<file path="src/rtl/sw_debounce.sv">
// Slide-switch conditioner: two-flop synchroniser, per-bit debounce counter,
// registered clean levels with rise/fall/changed strobes.
module sw_debounce #(
    parameter int WIDTH         = 8,
    parameter int STABLE_CYCLES = 100000
) (
    input  logic             clk,
    input  logic             rst,
    input  logic [WIDTH-1:0] sw,
    output logic [WIDTH-1:0] sw_o,
    output logic [WIDTH-1:0] rise,
    output logic [WIDTH-1:0] fall,
    output logic             changed
);

    localparam int CW = (STABLE_CYCLES > 1) ? $clog2(STABLE_CYCLES) : 1;
    localparam logic [CW-1:0] CNT_MAX = CW'(STABLE_CYCLES - 1);
    localparam logic [CW-1:0] CNT_ONE = CW'(1);

    logic [WIDTH-1:0] sync1_q, sync2_q;
    logic [WIDTH-1:0] sw_q, sw_d;
    logic [WIDTH-1:0] rise_q, rise_d;
    logic [WIDTH-1:0] fall_q, fall_d;
    logic             changed_q, changed_d;
    logic [CW-1:0]    cnt_q [WIDTH];
    logic [CW-1:0]    cnt_d [WIDTH];

    // A bit is qualifying whenever its synchronised level differs from the
    // clean level; any return to the clean level restarts the count.
    always_comb begin
        sw_d   = sw_q;
        rise_d = '0;
        fall_d = '0;
        cnt_d  = cnt_q;
        for (int i = 0; i < WIDTH; i++) begin
            if (sync2_q[i] != sw_q[i]) begin
                if (cnt_q[i] == CNT_MAX) begin
                    sw_d[i]   = sync2_q[i];
                    rise_d[i] = sync2_q[i];
                    fall_d[i] = ~sync2_q[i];
                    cnt_d[i]  = '0;
                end else begin
                    cnt_d[i] = cnt_q[i] + CNT_ONE;
                end
            end else begin
                cnt_d[i] = '0;
            end
        end
        changed_d = |(rise_d | fall_d);
    end

    always_ff @(posedge clk) begin
        if (rst) begin
            sync1_q   <= '0;
            sync2_q   <= '0;
            sw_q      <= '0;
            rise_q    <= '0;
            fall_q    <= '0;
            changed_q <= 1'b0;
            for (int i = 0; i < WIDTH; i++) begin
                cnt_q[i] <= '0;
            end
        end else begin
            sync1_q   <= sw;
            sync2_q   <= sync1_q;
            sw_q      <= sw_d;
            rise_q    <= rise_d;
            fall_q    <= fall_d;
            changed_q <= changed_d;
            for (int i = 0; i < WIDTH; i++) begin
                cnt_q[i] <= cnt_d[i];
            end
        end
    end

    assign sw_o    = sw_q;
    assign rise    = rise_q;
    assign fall    = fall_q;
    assign changed = changed_q;

endmodule

</file>
<file path="config.mk">
export PLATFORM = sky130hd
export DESIGN_NAME = sw_debounce
export DESIGN_NICKNAME = d
export VERILOG_FILES = /design/src/rtl/sw_debounce.sv
export SDC_FILE = /design/constraint.sdc
export NUM_CORES = 1
export LEC_CHECK = 0
export BUFFER_PORTS_ARGS = -buffer_cell sky130_fd_sc_hd__buf_2
export CAP_MARGIN = 20
export CORE_MARGIN = 2
export CORE_UTILIZATION = 35
export DETAILED_ROUTE_END_ITERATION = 10
export HOLD_SLACK_MARGIN = 0.03
export PLACE_DENSITY = 0.54
export SYNTH_ARGS = -nofsm -noshare
export SYNTH_HDL_FRONTEND = slang
export SYNTH_SLANG_ARGS = --single-unit
</file>
<file path="constraint.sdc">
create_clock -name clk -period 2.6 [get_ports clk]
set_clock_uncertainty 0.1 [all_clocks]
set_input_delay 0 -clock clk [delete_from_list [all_inputs] [get_ports clk]]
set_output_delay 0 -clock clk [all_outputs]
set_load 0.05 [all_outputs]
</file>
# == After elaboration in Yosys (flattened, before gate mapping) ==
# Index checks and enable logic that the tools add are counted.
# word_totals
ff_bits,177
# op_classes
add_sub_neg,8
eq_ne,16
n_bitwise,17
n_mux,32
n_reduce_logical,17
# op_table
op,n
"adder 17 x 1 -> 17 bit, second input constant",8
"== test 17 bit, second input constant",8
2-to-1 mux 1 bit,32
OR reduction 3 bit,8
NOT 1 bit,16
AND reduction 2 bit,8
inequality test 1 bit,8
OR 8 bit,1
OR reduction 8 bit,1

# == Depth between registers and ports, before layout ==
# depth
word_depth,5
ltp_mapped,8
mapped_depth_nobuf,5

# == Worst setup path before layout ==
# Ideal clock, no wire load.
# synth_path
kind,register to register
from,register cnt_q[68] in the netlist's numbering
to,register cnt_q[79] in the netlist's numbering
stages_incl_launch_ff,9
slack_ps,638
required_ps,2436
synth_period_minus_slack_ps,1962
t_arrival_ps,1798
path_buffers,3
path_cell_list,dfxtp_1 -> ha_1 -> and4_1 -> clkbuf_1 -> and4_1 -> or3_1 -> buf_2 -> buf_4 -> nor2_1
# synth_via
elab_chain_cells,2
# synth_lines
element,line,source
"start, declared",25,logic [CW-1:0] cnt_q [WIDTH];
"start signal, assigned by index",71,cnt_q[i] <= cnt_d[i];
branches (longest 2 deep; another with adder 17 x 1 -> 17 bit),n/a,
# Several ways; the timed one is not identified.
# A chain may end at the register's enable or synchronous reset.

# == Worst setup path after layout ==
# layout_path
from,register cnt_q[68] in the netlist's numbering
to,register cnt_q[84] in the netlist's numbering
# Same word-level chain as after synthesis.

==> results.py <==
metrics = {
    "global_route": {
        "grt_pass1_wl_mm": 24.20,
        "grt_overflow": 0,
        "track_usage_pct": 13.33,
        "grt_pass1_vias": 5089,
        "antenna_found_initial": 0,
        "grt_util_met3_pct": 3.639,
        "met2_usage_pct": 20.58,
        "grt.busiest_layer": "met2",
        "grt_max_degree": 30,
        "met1_usage_pct": 18.29,
    },
    "sta": {
        "rsz0062_at_grt": "false",
        "setup_viol": 0,
        "slew_violations": 0,
        "fmax_mhz": 477.9,
        "slew_headroom_pct": 57.73,
        "worst_slack_ns": 0.5075,
        "worst_pin_slew_ns": 0.6341,
        "final.setup.tns_ns": 0,
        "period_needed_ns": 2.093,
        "min_period_over_period_pct": 80.48,
        "hold_viol": 0,
    },
    "yosys": {
        "synth_edf_count": 0,
        "ys.flop_type": "dfxtp_1",
        "yosys.area.top_type": "dfxtp_1",
        "synthSimpleGateAreaFrac_pct": 30.74,
        "synthCells": 793,
        "synth-seq-cells": 177,
        "yosysWarnings": 0,
        "synthMuxAreaShare_pct": 0.8174,
        "yosysSeqAreaShare_pct": 48.23,
        "synth-xor-area-share_pct": 12.64,
        "ys_types": 39,
        "async_flop_share_pct": 0,
        "synth_top_area_share_pct": 48.23,
        "synth_nets": 811,
        "synthTopCellsByArea": "dfxtp_1 (48%), xor2_1 (6.9%), nor2_1 (6.3%), xnor2_1 (5.7%), nand4_1 (3.5%)",
        "synthesis.area_um2": 7347,
        "syn_area_per_cell_um2": 9.265,
        "synthAdderAreaFrac_pct": 1.362,
        "synth-compound-area-share_pct": 4.275,
        "synth_top_family_by_area": "simple AND/OR/NAND/NOR gates",
    },
    "worst_setup_path": {
        "crit_path_end_kind": "register",
        "start_kind": "register",
        "cp_data_arrival_time_ns": 2.34,
        "crit_fanout": 17,
        "path_class": "register to register",
        "r2r_setup_slack_ns": 0.51,
        "worstPathRequired_ns": 2.85,
    },
    "drt": {
        "antenna_left": 0,
        "viasPerCell": 4.892,
        "wirelength_mm": 13.81,
        "drt_pass1_iterations": 4,
        "route.detailed.drc": 0,
        "routedWlPerCell_um": 12.23,
        "vias": 5523,
        "drtIter0Drc": 324,
    },
    "clocking": {
        "numCtsBuffers": 17,
        "cts_tree": "done",
        "clock_latency_ns": 0.43,
        "clockBufferDepth": 2,
        "clk_pin_slew_ns": 0.07,
        "h-tree-depth": 4,
        "cts_sinks": 177,
        "cts_root_buf": "clkbuf_16",
        "cts_resized": 0,
        "post_cts_buffers": 0,
        "ctsHoldBuffers": 11,
    },
    "placed_design": {
        "place_congestion": 0.8495,
        "numPlacedInstances": 1086,
        "dp_hpwl_mm": 9.373,
        "pre_cts_ws_ns": 0.4970,
        "port_buffers": 34,
    },
    "floorplan": {
        "die_area_um2": 22170,
        "num_rows": 53,
        "core_um2": 20820,
        "dieWidth_um": 148.9,
        "initial_core_util_pct": 35.28,
        "ioPinCount": 35,
        "die_h_um": 148.9,
    },
    "pwr": {
        "p_per_area_nw_per_um2": 628.5,
        "seqPwrFrac_pct": 51.1,
        "internal-power_uw": 4127,
        "p_sw_share_pct": 22.84,
        "p_clk_share_pct": 47.5,
        "power.leakage_uw": 0.002755,
        "p_switching_uw": 1222,
        "pwr-share-comb_pct": 1.4,
        "peakVddDrop_uv": 322.2,
    },
    "job": {
        "drv_cap": 0,
    },
    "cells_and_area": {
        "diodes": 0,
        "syn_to_final_growth_pct": 15.82,
        "final_cells": 1129,
        "final_nets": 859,
        "drive_gt1_share_pct": 8.782,
    },
    "run_status": {
        "outcome": "finished clean",
    },
    "worst_hold_path": {
        "hold_class": "input port to register",
    },
}
stage by stage:
stage | power, µW | area, µm² | utilization [%] | hold WS [ns]
finish | 5348 | 8509 | 40.87 | 0.2102
global route | 5572 | 8509 | 40.87 | 0.2107
CTS | 5428 | 8509 | 40.87 | 0.1854
detailed placement | 2862 | 7809 | 37.50 | 0.1133
global placement | 2862 | 7809 | 37.50 | 0.1096
floorplan | 2837 | 7347 | - | 0.02818
flip-flops by register name, summed over array words and instances (netlist names):
name and count:
changed 1, cnt_q 136, fall 8, rise 8, sync2_q 8, sync1_q 8
sw_o 8
final cells by class:
class / count / area, µm²
timing repair buffer: 50 / 317.8
tap: 275 / 344.1
inverter: 14 / 52.55
clock buffer: 17 / 425.4
sequential: 177 / 3543
clock inverter: 15 / 165.2
multi-input combinational: 581 / 3661
fill: 2114 / 12310
cells by family (layout without fill, tap and decap cells):
family / count (synthesis) / count (layout)
adders and majority gates: 8 / 8
and+or+nand+nor: 408 / 408
muxes: 6 / 6
xor gates and xnor gates: 106 / 106
buffers and inverters: 35 / 96
DFF: 177 / 177
AOI/OAI and AO/OA: 53 / 53
worst max-delay path, stage by stage, from the launching register on:
cell	delay (ns)
dfxtp_1	0.33
ha_1	0.23
and4_1	0.29
and4_1	0.24
or3_1	0.61
a21oi_1	0.22
cells in the mapped netlist (4+ instances only):
cell type  number
and3_1         10
mux2i_1         6
nand2_1        43
nor4_1         17
o21ai_0        11
nor2b_1        18
buf_2           4
nor2_1        124
inv_1          14
or3_1          16
nor4b_1        21
dfxtp_1       177
nor4bb_1       11
or4_1          14
ha_1            8
nand3_1        43
and2_1          6
nor3_1         14
nand4_1        41
and4_1         18
xnor2_1        48
o31ai_1        12
a21oi_1        24
clkbuf_1       14
xor2_1         58
layer usage:
metal	up-vias	wire length, µm
met1	2557	7191
met3	12	355
met2	44	6116
met5	-	0
li1	2910	-
met4	0	142
power by group through the flow:
stage                     registers (µW)  logic, µW  clock network (µW)
final                               2730       74.4                2540
after detailed placement            2800       64.0                   0
after floorplan                     2790       41.8                   0
after global routing                2740       84.2                2750
after CTS                           2730       76.3                2620
after global placement              2800       64.4                   0
layout by cell type, fill, tap and decap left out, types with 3 or more instances in the layout:
cell type	Yosys	routed
a21oi_1	24	24
and2_1	6	6
and3_1	10	10
and4_1	18	18
buf_2	4	34
buf_4	1	5
clkbuf_16	0	17
dfxtp_1	177	177
dlygate4sd3_1	0	11
ha_1	8	8
inv_1	14	14
inv_6	0	6
inv_8	0	3
mux2i_1	6	6
nand2_1	43	43
nand3_1	43	43
nand4_1	41	41
nor2_1	124	124
nor2b_1	18	18
nor3_1	14	14
nor4_1	17	17
nor4b_1	21	21
nor4bb_1	11	11
o21ai_0	11	11
o31ai_1	12	12
or3_1	16	16
or4_1	14	14
xnor2_1	48	48
xor2_1	58	58
final timing paths:
path | start | cells after the start | end
setup / recovery | cnt_q[68] | 5 | cnt_q[84]
hold / removal | sw[0] | 3 | sync1_q[0]
setup reg to reg | cnt_q[68] | 5 | cnt_q[84]
hold reg to reg | sync1_q[7] | 1 | sync2_q[7]
Note: power is estimated with default switching activity, not from simulation.
